[src/rtl/timer_pkg.sv]
// Shared types and defaults for the interval timer: controller state
// encoding and the default counter width.
package timer_pkg;

  localparam int DEFAULT_WIDTH = 8;

  typedef enum logic {
    IDLE = 1'b0,
    RUN  = 1'b1
  } state_e;

endpackage : timer_pkg

[src/rtl/down_counter_cell.sv]
// One bit of the down-counter: toggles on incoming borrow, passes a borrow
// upward when it toggles from 0, and can be parallel-loaded.
module down_counter_cell (
  input  logic clk,
  input  logic rst,
  input  logic load,
  input  logic d,
  input  logic bin,
  output logic q,
  output logic bout
);

  logic q_q;

  always_ff @(posedge clk or negedge rst) begin
    if (!rst) begin
      q_q <= 1'b0;
    end else if (load) begin
      q_q <= d;
    end else if (bin) begin
      q_q <= ~q_q;
    end
  end

  assign q    = q_q;
  assign bout = bin & ~q_q;

endmodule : down_counter_cell

[src/rtl/interval_timer.sv]
// Loadable down-counter with terminal-count pulse and optional auto-reload.
// A two-state controller drives a ripple-borrow array of counter cells.
module interval_timer
  import timer_pkg::*;
#(
  parameter int WIDTH = DEFAULT_WIDTH
) (
  input  logic             clk,
  input  logic             rst,
  input  logic             load,
  input  logic [WIDTH-1:0] load_val,
  input  logic             en,
  input  logic             auto_reload,
  output logic [WIDTH-1:0] count,
  output logic             busy,
  output logic             tc
);

  state_e           state_q, state_d;
  logic [WIDTH-1:0] reload_q, reload_d;
  logic             tc_q, tc_d;

  logic             terminal;
  logic             cell_load;
  logic [WIDTH-1:0] cell_d;
  logic [WIDTH:0]   borrow_chain;
  logic             borrow_unused;

  assign busy = (state_q == RUN);
  assign tc   = tc_q;

  // The terminal step is not a decrement: the cells are loaded with either
  // the period or zero, so the borrow chain stays quiet on that cycle.
  assign terminal        = busy & en & (count == WIDTH'(1));
  assign cell_load       = load | terminal;
  assign borrow_chain[0] = busy & en & (count != WIDTH'(1));
  assign borrow_unused   = borrow_chain[WIDTH];

  always_comb begin
    state_d  = state_q;
    reload_d = reload_q;
    tc_d     = 1'b0;
    cell_d   = '0;
    if (load) begin
      cell_d   = load_val;
      reload_d = load_val;
      state_d  = (load_val != '0) ? RUN : IDLE;
    end else if (terminal) begin
      tc_d = 1'b1;
      if (auto_reload) begin
        cell_d = reload_q;
      end else begin
        state_d = IDLE;
      end
    end
  end

  always_ff @(posedge clk or negedge rst) begin
    if (!rst) begin
      state_q  <= IDLE;
      reload_q <= '0;
      tc_q     <= 1'b0;
    end else begin
      state_q  <= state_d;
      reload_q <= reload_d;
      tc_q     <= tc_d;
    end
  end

  genvar gi;
  generate
    for (gi = 0; gi < WIDTH; gi++) begin : g_cell
      down_counter_cell u_cell (
        .clk  (clk),
        .rst  (rst),
        .load (cell_load),
        .d    (cell_d[gi]),
        .bin  (borrow_chain[gi]),
        .q    (count[gi]),
        .bout (borrow_chain[gi+1])
      );
    end
  endgenerate

endmodule : interval_timer
[config.mk]
export PLATFORM = sky130hd
export DESIGN_NAME = interval_timer
export DESIGN_NICKNAME = d
export VERILOG_FILES = /design/src/rtl/timer_pkg.sv /design/src/rtl/down_counter_cell.sv /design/src/rtl/interval_timer.sv
export SDC_FILE = /design/constraint.sdc
export NUM_CORES = 1
export LEC_CHECK = 0
export BUFFER_PORTS_ARGS = -buffer_cell sky130_fd_sc_hd__buf_2
export CORE_MARGIN = 2
export CORE_UTILIZATION = 58
export CTS_BUF_LIST = sky130_fd_sc_hd__clkbuf_2 sky130_fd_sc_hd__clkbuf_4 sky130_fd_sc_hd__clkbuf_8
export DETAILED_ROUTE_END_ITERATION = 12
export PLACE_DENSITY = 0.85
export SLEW_MARGIN = 20
export SYNTH_ARGS = -nofsm -noshare
export SYNTH_HDL_FRONTEND = slang
export SYNTH_SLANG_ARGS = --single-unit
[constraint.sdc]
create_clock -name clk -period 5.7 [get_ports clk]
set_input_delay 0.57 -clock clk [delete_from_list [all_inputs] [get_ports clk]]
set_output_delay 0.57 -clock clk [all_outputs]
set_load 0.005 [all_outputs]
==> flow_metrics.py, run 1 <==
metrics = {
    "outcome": {
        "status": "completed",
    },
    "cells_and_area": {
        "diodes": 0,
        "drive_above_1_share_pct": 35.6,
        "num-fill-cells": 129,
        "fin_nets": 119,
        "syn_to_final_growth_pct": 7.23,
        "stdcell_area_um2": 1040,
        "seq_area_um2": 450,
        "multi_input_area_um2": 422,
    },
    "placed_design": {
        "gp_congestion": 0.755,
        "placed_area_um2": 1020,
        "portBuffers": 22,
        "post-dp-hpwl_mm": 1.35,
    },
    "flow_run": {
        "cap_viol_max_count": 0,
    },
    "worst_setup_path": {
        "path_cells": "or4_1 -> o31ai_4 -> a21oi_1 -> o32a_2",
        "slowest_stage": "or4_1",
        "crit_arrival_ns": 2.26,
        "r2r_slack_ns": 3.63,
        "crit_path_max_fanout": 10,
        "r2r_end": "g_cell[2].u_cell.q$_DFFE_PN0P_",
        "critPathCaptureType": "register",
        "criticalPathCategory": "register to register",
        "critPathLaunch": "g_cell[1].u_cell.q$_DFFE_PN0P_",
        "crit_required_ns": 5.89,
        "cp_slowest_stage_delay_ns": 0.73,
        "reg2reg_depth": 4,
        "reg2reg_from": "g_cell[1].u_cell.q$_DFFE_PN0P_",
        "cp-start-kind": "register",
    },
    "sta": {
        "setup-tns-final_ns": 0,
        "setup_viol_count_final": 0,
        "post-route-min-period_ns": 2.07,
        "finalHoldViolations": 0,
        "max_slew_margin_pct": 71.6,
        "drv_slew": 0,
        "fin_crit_sh_pct": 36.4,
        "grt_setup_unrepaired": "false",
        "worst_pin_slew_ns": 0.427,
        "fmax_mhz": 483,
        "finClkSkew_ns": 0.00330,
    },
    "detailed_routing": {
        "drt_iter0_drc": 14,
        "vias_per_cell": 6.11,
        "drc": 0,
        "wl_met1_um": 864,
        "vias": 733,
        "wl_mm": 1.80,
        "wl_met2_um": 804,
        "ant_nets": 0,
        "routed.top_layer": "met4",
        "routedWlPerCell_um": 15.0,
        "met3WireLength_um": 93,
        "first_pass_iters": 4,
    },
    "clocking": {
        "tritoncts": "done",
        "clock-sinks": 18,
        "clock-root-buffer": "clkbuf_4",
        "htreeDepth": 1,
        "numCtsBuffers": 3,
        "path_clk_slew_ns": 0.10,
        "postCtsSetupBuffers": 0,
        "cts_buffer_depth": 2,
        "hold_buffers": 0,
        "clock_latency_ns": 0.29,
        "cts_resized": 0,
    },
    "yosys": {
        "syn_avg_cell_area_um2": 10.7,
        "ys_seq_area_share_pct": 46.5,
        "synthMostInstantiatedCell": "dfrtp_1",
        "yosys-top-cells-area": "dfrtp_1, buf_4, mux2_2",
        "yosys_most_used_dff": "dfrtp_1",
        "ys_async_sr_fraction_pct": 100,
        "synth_cell_type_count": 31,
        "synth_top_area_cell": "dfrtp_1",
        "synth_commonest_cells": "dfrtp_1, buf_4, nand2_1",
        "syn_nets": 104,
        "syn-instance-count": 91,
        "synth_area_um2": 970,
        "synth-edff-count": 0,
        "yosys_warnings": 0,
        "ys_ff_latch": 18,
        "synth.top_cell.area_share_pct": 46.5,
    },
    "global_routing": {
        "grt_pass1_vias": 670,
        "grt_overflow_total": 0,
        "grt_max_degree": 24,
        "grt_first_pass_wirelength_mm": 3.00,
        "grt.total_usage_pct": 20.7,
        "antenna_found_initial": 0,
    },
    "die": {
        "rows": 14,
        "die_area_um2": 2020,
        "die_x_um": 44.9,
        "die_y_um": 44.9,
        "initial_core_util_pct": 62.9,
        "coreArea_um2": 1540,
        "num_io_pins": 23,
    },
    "worst_hold_path": {
        "hp-class": "primary input to async pin",
    },
    "pwr": {
        "peakVddDrop_v": 0.000187,
        "power_leakage_nw": 0.456,
        "p_per_area_nw_per_um2": 251,
    },
}
==> layer usage <==
layer	vias to the layer above	global-route usage, %
li1	364	-
met1	340	28.1
met2	24	31.9
met3	5	3.20
met4	0	11.2
met5	-	0
==> cell type report <==
class | count | area share, %
clock buffers | 3 | 2.17
inverters | 4 | 1.44
multi-input cells | 57 | 40.6
flip-flops and latches | 18 | 43.3
well taps | 16 | 1.93
repair buffers | 22 | 10.6
==> worst max path at each step <==
stage                     slack, ns  cells after the start                             end
after floorplan                3.85                      5  g_cell[2].u_cell.q$_DFFE_PN0P_
after global placement         3.70                      4  g_cell[3].u_cell.q$_DFFE_PN0P_
after detailed placement       3.64                      4  g_cell[2].u_cell.q$_DFFE_PN0P_
after CTS                      3.63                      4  g_cell[2].u_cell.q$_DFFE_PN0P_
after global routing           3.53                      4  g_cell[2].u_cell.q$_DFFE_PN0P_
final                          3.63                      4  g_cell[2].u_cell.q$_DFFE_PN0P_
==> registers in the layout, summed over array words and instances, names as in the netlist <==
name	cells
g_cell.u_cell.q	8
busy	1
tc	1
reload_q	8
==> cell usage in the layout (no fill, tap or decap), types with 2 or more instances in the layout <==
cell type,synthesis,layout
buf_2,0,22
dfrtp_1,18,18
nand2_1,7,7
a21oi_1,6,6
mux2_2,5,5
inv_1,4,4
o21ai_0,4,4
nor2_1,4,4
a22o_1,4,4
o32a_2,4,4
or4_1,3,3
nor3_1,3,3
clkbuf_4,0,3
a31oi_1,2,2
==> where the power goes <==
group | switching [mW] | internal [mW]
Sequential | 0.0110 | 0.140
Combinational | 0.0250 | 0.0228
Clock | 0.0376 | 0.0246
==> per-stage QoR <==
stage	total power, mW	instances	setup WS [ns]	hold WS, ns	utilization, %
after floorplan	0.189	91	3.85	0.274	-
after global placement	0.199	117	3.70	0.449	66.0
after detailed placement	0.201	117	3.64	0.455	66.0
after CTS	0.262	120	3.63	0.194	67.5
after global routing	0.274	120	3.53	0.210	67.5
final	0.261	120	3.63	0.186	67.5
==> worst max-delay path, delay by kind of cell, from the launching register on <==
kind | cells | cell delay, ns
and+or+nand+nor | 1 | 0.73
AOI/OAI and AO/OA | 3 | 0.79
DFF | 1 | 0.44
==> cells by family (layout without fill, tap and decap cells) <==
| kind of cell | after synthesis | in the layout | synth area share (%) |
|---|---|---|---|
| multiplexers | 5 | 5 | 5.81 |
| flip-flops | 18 | 18 | 46.5 |
| AO/OA/AOI/OAI | 28 | 28 | 23.2 |
| buffers and inverters | 16 | 29 | 10.1 |
| XOR/XNOR | 1 | 1 | 0.903 |
| AND/OR/NAND/NOR | 23 | 23 | 13.5 |
Power figures use the tool's default switching activity.
==> run 2: changes to the inputs <==
CORE_UTILIZATION = 49   (was 58)
PLACE_DENSITY = 0.77   (was 0.85)
clock period = 1.75 ns   (was 5.7 ns; I/O delays follow)
==> run 2 against run 1 <==
The run now ends with negative setup slack left. Critical path type unchanged. Die area is 17% higher. Register-to-register slack worse by 3.7 ns. Core utilization is 5.3 points lower. Via count up 8.9%. Global-route usage is 3.0 points lower. Critical path depth is 2 higher. Final cell count grew 21%. Largest power group unchanged.
==> flow_metrics.py, run 2 (synthesis gave the netlist of run 1 again) <==
metrics = {
    "detailed_routing": {
        "ant_nets": 0,
        "vias_per_cell": 5.50,
        "drt_iter0_drc": 23,
        "wl_mm": 1.97,
        "routedWlPerCell_um": 13.6,
        "first_pass_iters": 4,
        "drc": 0,
        "vias": 798,
    },
    "worst_setup_path": {
        "cpMostUsedCell": "buf_6",
        "r2r_end": "g_cell[6].u_cell.q$_DFFE_PN0P_",
        "crit_path_max_fanout": 7,
        "r2r_slack_ns": -0.06,
        "reg2reg_depth": 6,
        "cp-start-kind": "register",
        "slowest_stage": "or4_4",
        "path_cells": "or4_4 -> buf_6 -> o31ai_4 -> buf_6 -> a21oi_1 -> o32a_2",
        "reg2reg_from": "g_cell[1].u_cell.q$_DFFE_PN0P_",
        "crit_required_ns": 1.94,
        "criticalPathCategory": "register to register",
        "critPathBufInv": 2,
        "critPathCaptureType": "register",
        "path_delay_family": "simple AND/OR/NAND/NOR gates",
        "cp_slowest_stage_delay_ns": 0.53,
        "crit_arrival_ns": 2.00,
    },
    "pwr": {
        "peakVddDrop_v": 0.000509,
        "power_leakage_nw": 0.531,
        "intPower_mw": 0.688,
        "pwr-share-comb_pct": 22.3,
        "switching_power_mw": 0.264,
        "pwr-share-seq_pct": 50.2,
        "p_per_area_nw_per_um2": 797,
        "swShare_pct": 27.7,
        "power_frac_clock_pct": 27.5,
        "total_power_mw": 0.953,
    },
    "clocking": {
        "clock_latency_ns": 0.30,
        "path_clk_slew_ns": 0.11,
        "numCtsBuffers": 3,
        "clock-sinks": 18,
        "clock-root-buffer": "clkbuf_4",
        "cts_buffer_depth": 2,
        "tritoncts": "done",
        "htreeDepth": 1,
    },
    "cells_and_area": {
        "finalNonFillerCells": 145,
        "syn_to_final_growth_pct": 23.2,
        "fin_nets": 132,
        "multi_input_area_um2": 438,
        "final_cell_mix": "buf_2, dfrtp_1, buf_4",
        "num-fill-cells": 175,
        "final_common_cell": "buf_2",
        "seq_area_um2": 450,
        "utilization_pct": 62.2,
        "diodes": 0,
        "stdcell_area_um2": 1190,
        "drive_above_1_share_pct": 44.9,
    },
    "sta": {
        "worst_pin_slew_ns": 0.398,
        "post-route-min-period_ns": 1.81,
        "setup_viol_count_final": 4,
        "layout_setup_ws_ns": -0.0570,
        "setup-tns-final_ns": -0.165,
        "whs_ns": 0.114,
        "grt_setup_unrepaired": "true",
        "fin_crit_sh_pct": 103,
        "drv_slew": 0,
        "fmax_mhz": 553,
        "finClkSkew_ns": 0.00258,
        "max_slew_margin_pct": 73.5,
        "finalHoldViolations": 0,
    },
    "worst_hold_path": {
        "hold_end": "g_cell[0].u_cell.q$_DFFE_PN0P_",
        "hold_depth": 3,
        "hp-class": "primary input to register",
        "hp-start": "load_val[0]",
    },
    "die": {
        "num_io_pins": 23,
        "die_y_um": 48.5,
        "die_x_um": 48.5,
        "die_area_um2": 2350,
        "coreArea_um2": 1920,
        "initial_core_util_pct": 50.5,
        "rows": 16,
    },
    "placed_design": {
        "portBuffers": 22,
        "post-dp-hpwl_mm": 1.41,
        "gp_congestion": 0.805,
        "placed_area_um2": 1110,
        "dp_cells": 139,
        "post-place-ws_ns": -0.00509,
    },
    "global_routing": {
        "grt.total_usage_pct": 17.7,
        "grt_pass1_vias": 753,
        "grt_max_degree": 19,
        "grt_first_pass_wirelength_mm": 3.27,
        "antenna_found_initial": 0,
        "grt_overflow_total": 0,
    },
    "outcome": {
        "violations": "negative setup slack",
        "status": "finished, violations left",
    },
    "flow_run": {
        "cap_viol_max_count": 0,
    },
}
## run 2: cell count changes in the layout (fill, tap and decap cells not counted), sizes merged
cell         change
dlygate4sd3      +1
clkbuf           +1
buf             +12
## run 2: cell type report
cell class	count	share of cell area, %
tap	27	2.83
inverter	4	1.26
clock buffer	4	3.04
timing repair buffer	35	18.5
sequential	18	37.7
multi-input combinational	57	36.6
## run 2: worst max path at each step
stage                                               from                             end  slack [ns]  cells past startpoint
after CTS                 g_cell[1].u_cell.q$_DFFE_PN0P_  g_cell[3].u_cell.q$_DFFE_PN0P_       -0.01                      6
after global routing      g_cell[1].u_cell.q$_DFFE_PN0P_  g_cell[5].u_cell.q$_DFFE_PN0P_       -0.11                      6
after floorplan           g_cell[2].u_cell.q$_DFFE_PN0P_  g_cell[2].u_cell.q$_DFFE_PN0P_       0.007                      5
final                     g_cell[1].u_cell.q$_DFFE_PN0P_  g_cell[6].u_cell.q$_DFFE_PN0P_       -0.06                      6
after global placement    g_cell[2].u_cell.q$_DFFE_PN0P_  g_cell[0].u_cell.q$_DFFE_PN0P_        0.01                      6
after detailed placement  g_cell[4].u_cell.q$_DFFE_PN0P_  g_cell[6].u_cell.q$_DFFE_PN0P_      -0.005                      6
## run 2: metal layers
metal / vias up / global-route usage (%) / routed length, um
met4: 0 / 9.52 / 25
met1: 379 / 23.4 / 863
met5: - / 0 / 0
met2: 25 / 28.0 / 962
met3: 4 / 3.09 / 118
li1: 390 / - / -
## run 2: worst min-delay path, cell delays in order
cell	delay, ns
buf_2	0.09
nand2_1	0.06
o31ai_1	0.06
## run 2: power groups by stage
stage                     Combinational [mW]  Sequential [mW]  Clock (mW)
after floorplan                        0.127            0.490           0
after global placement                 0.195            0.483           0
after detailed placement               0.199            0.486           0
after CTS                              0.205            0.477       0.265
after global routing                   0.234            0.484       0.286
final                                  0.212            0.478       0.262
## run 2: timing repair
action | CTS | global route
hold endpoints to repair | 18 | 0
resized for setup | 3 | 4
hold buffers | 1 | 0
cloned | 0 | 0
buffers inserted | 0 | 1
pin swaps | 3 | 3
endpoints found under the setup margin | 6 | 7
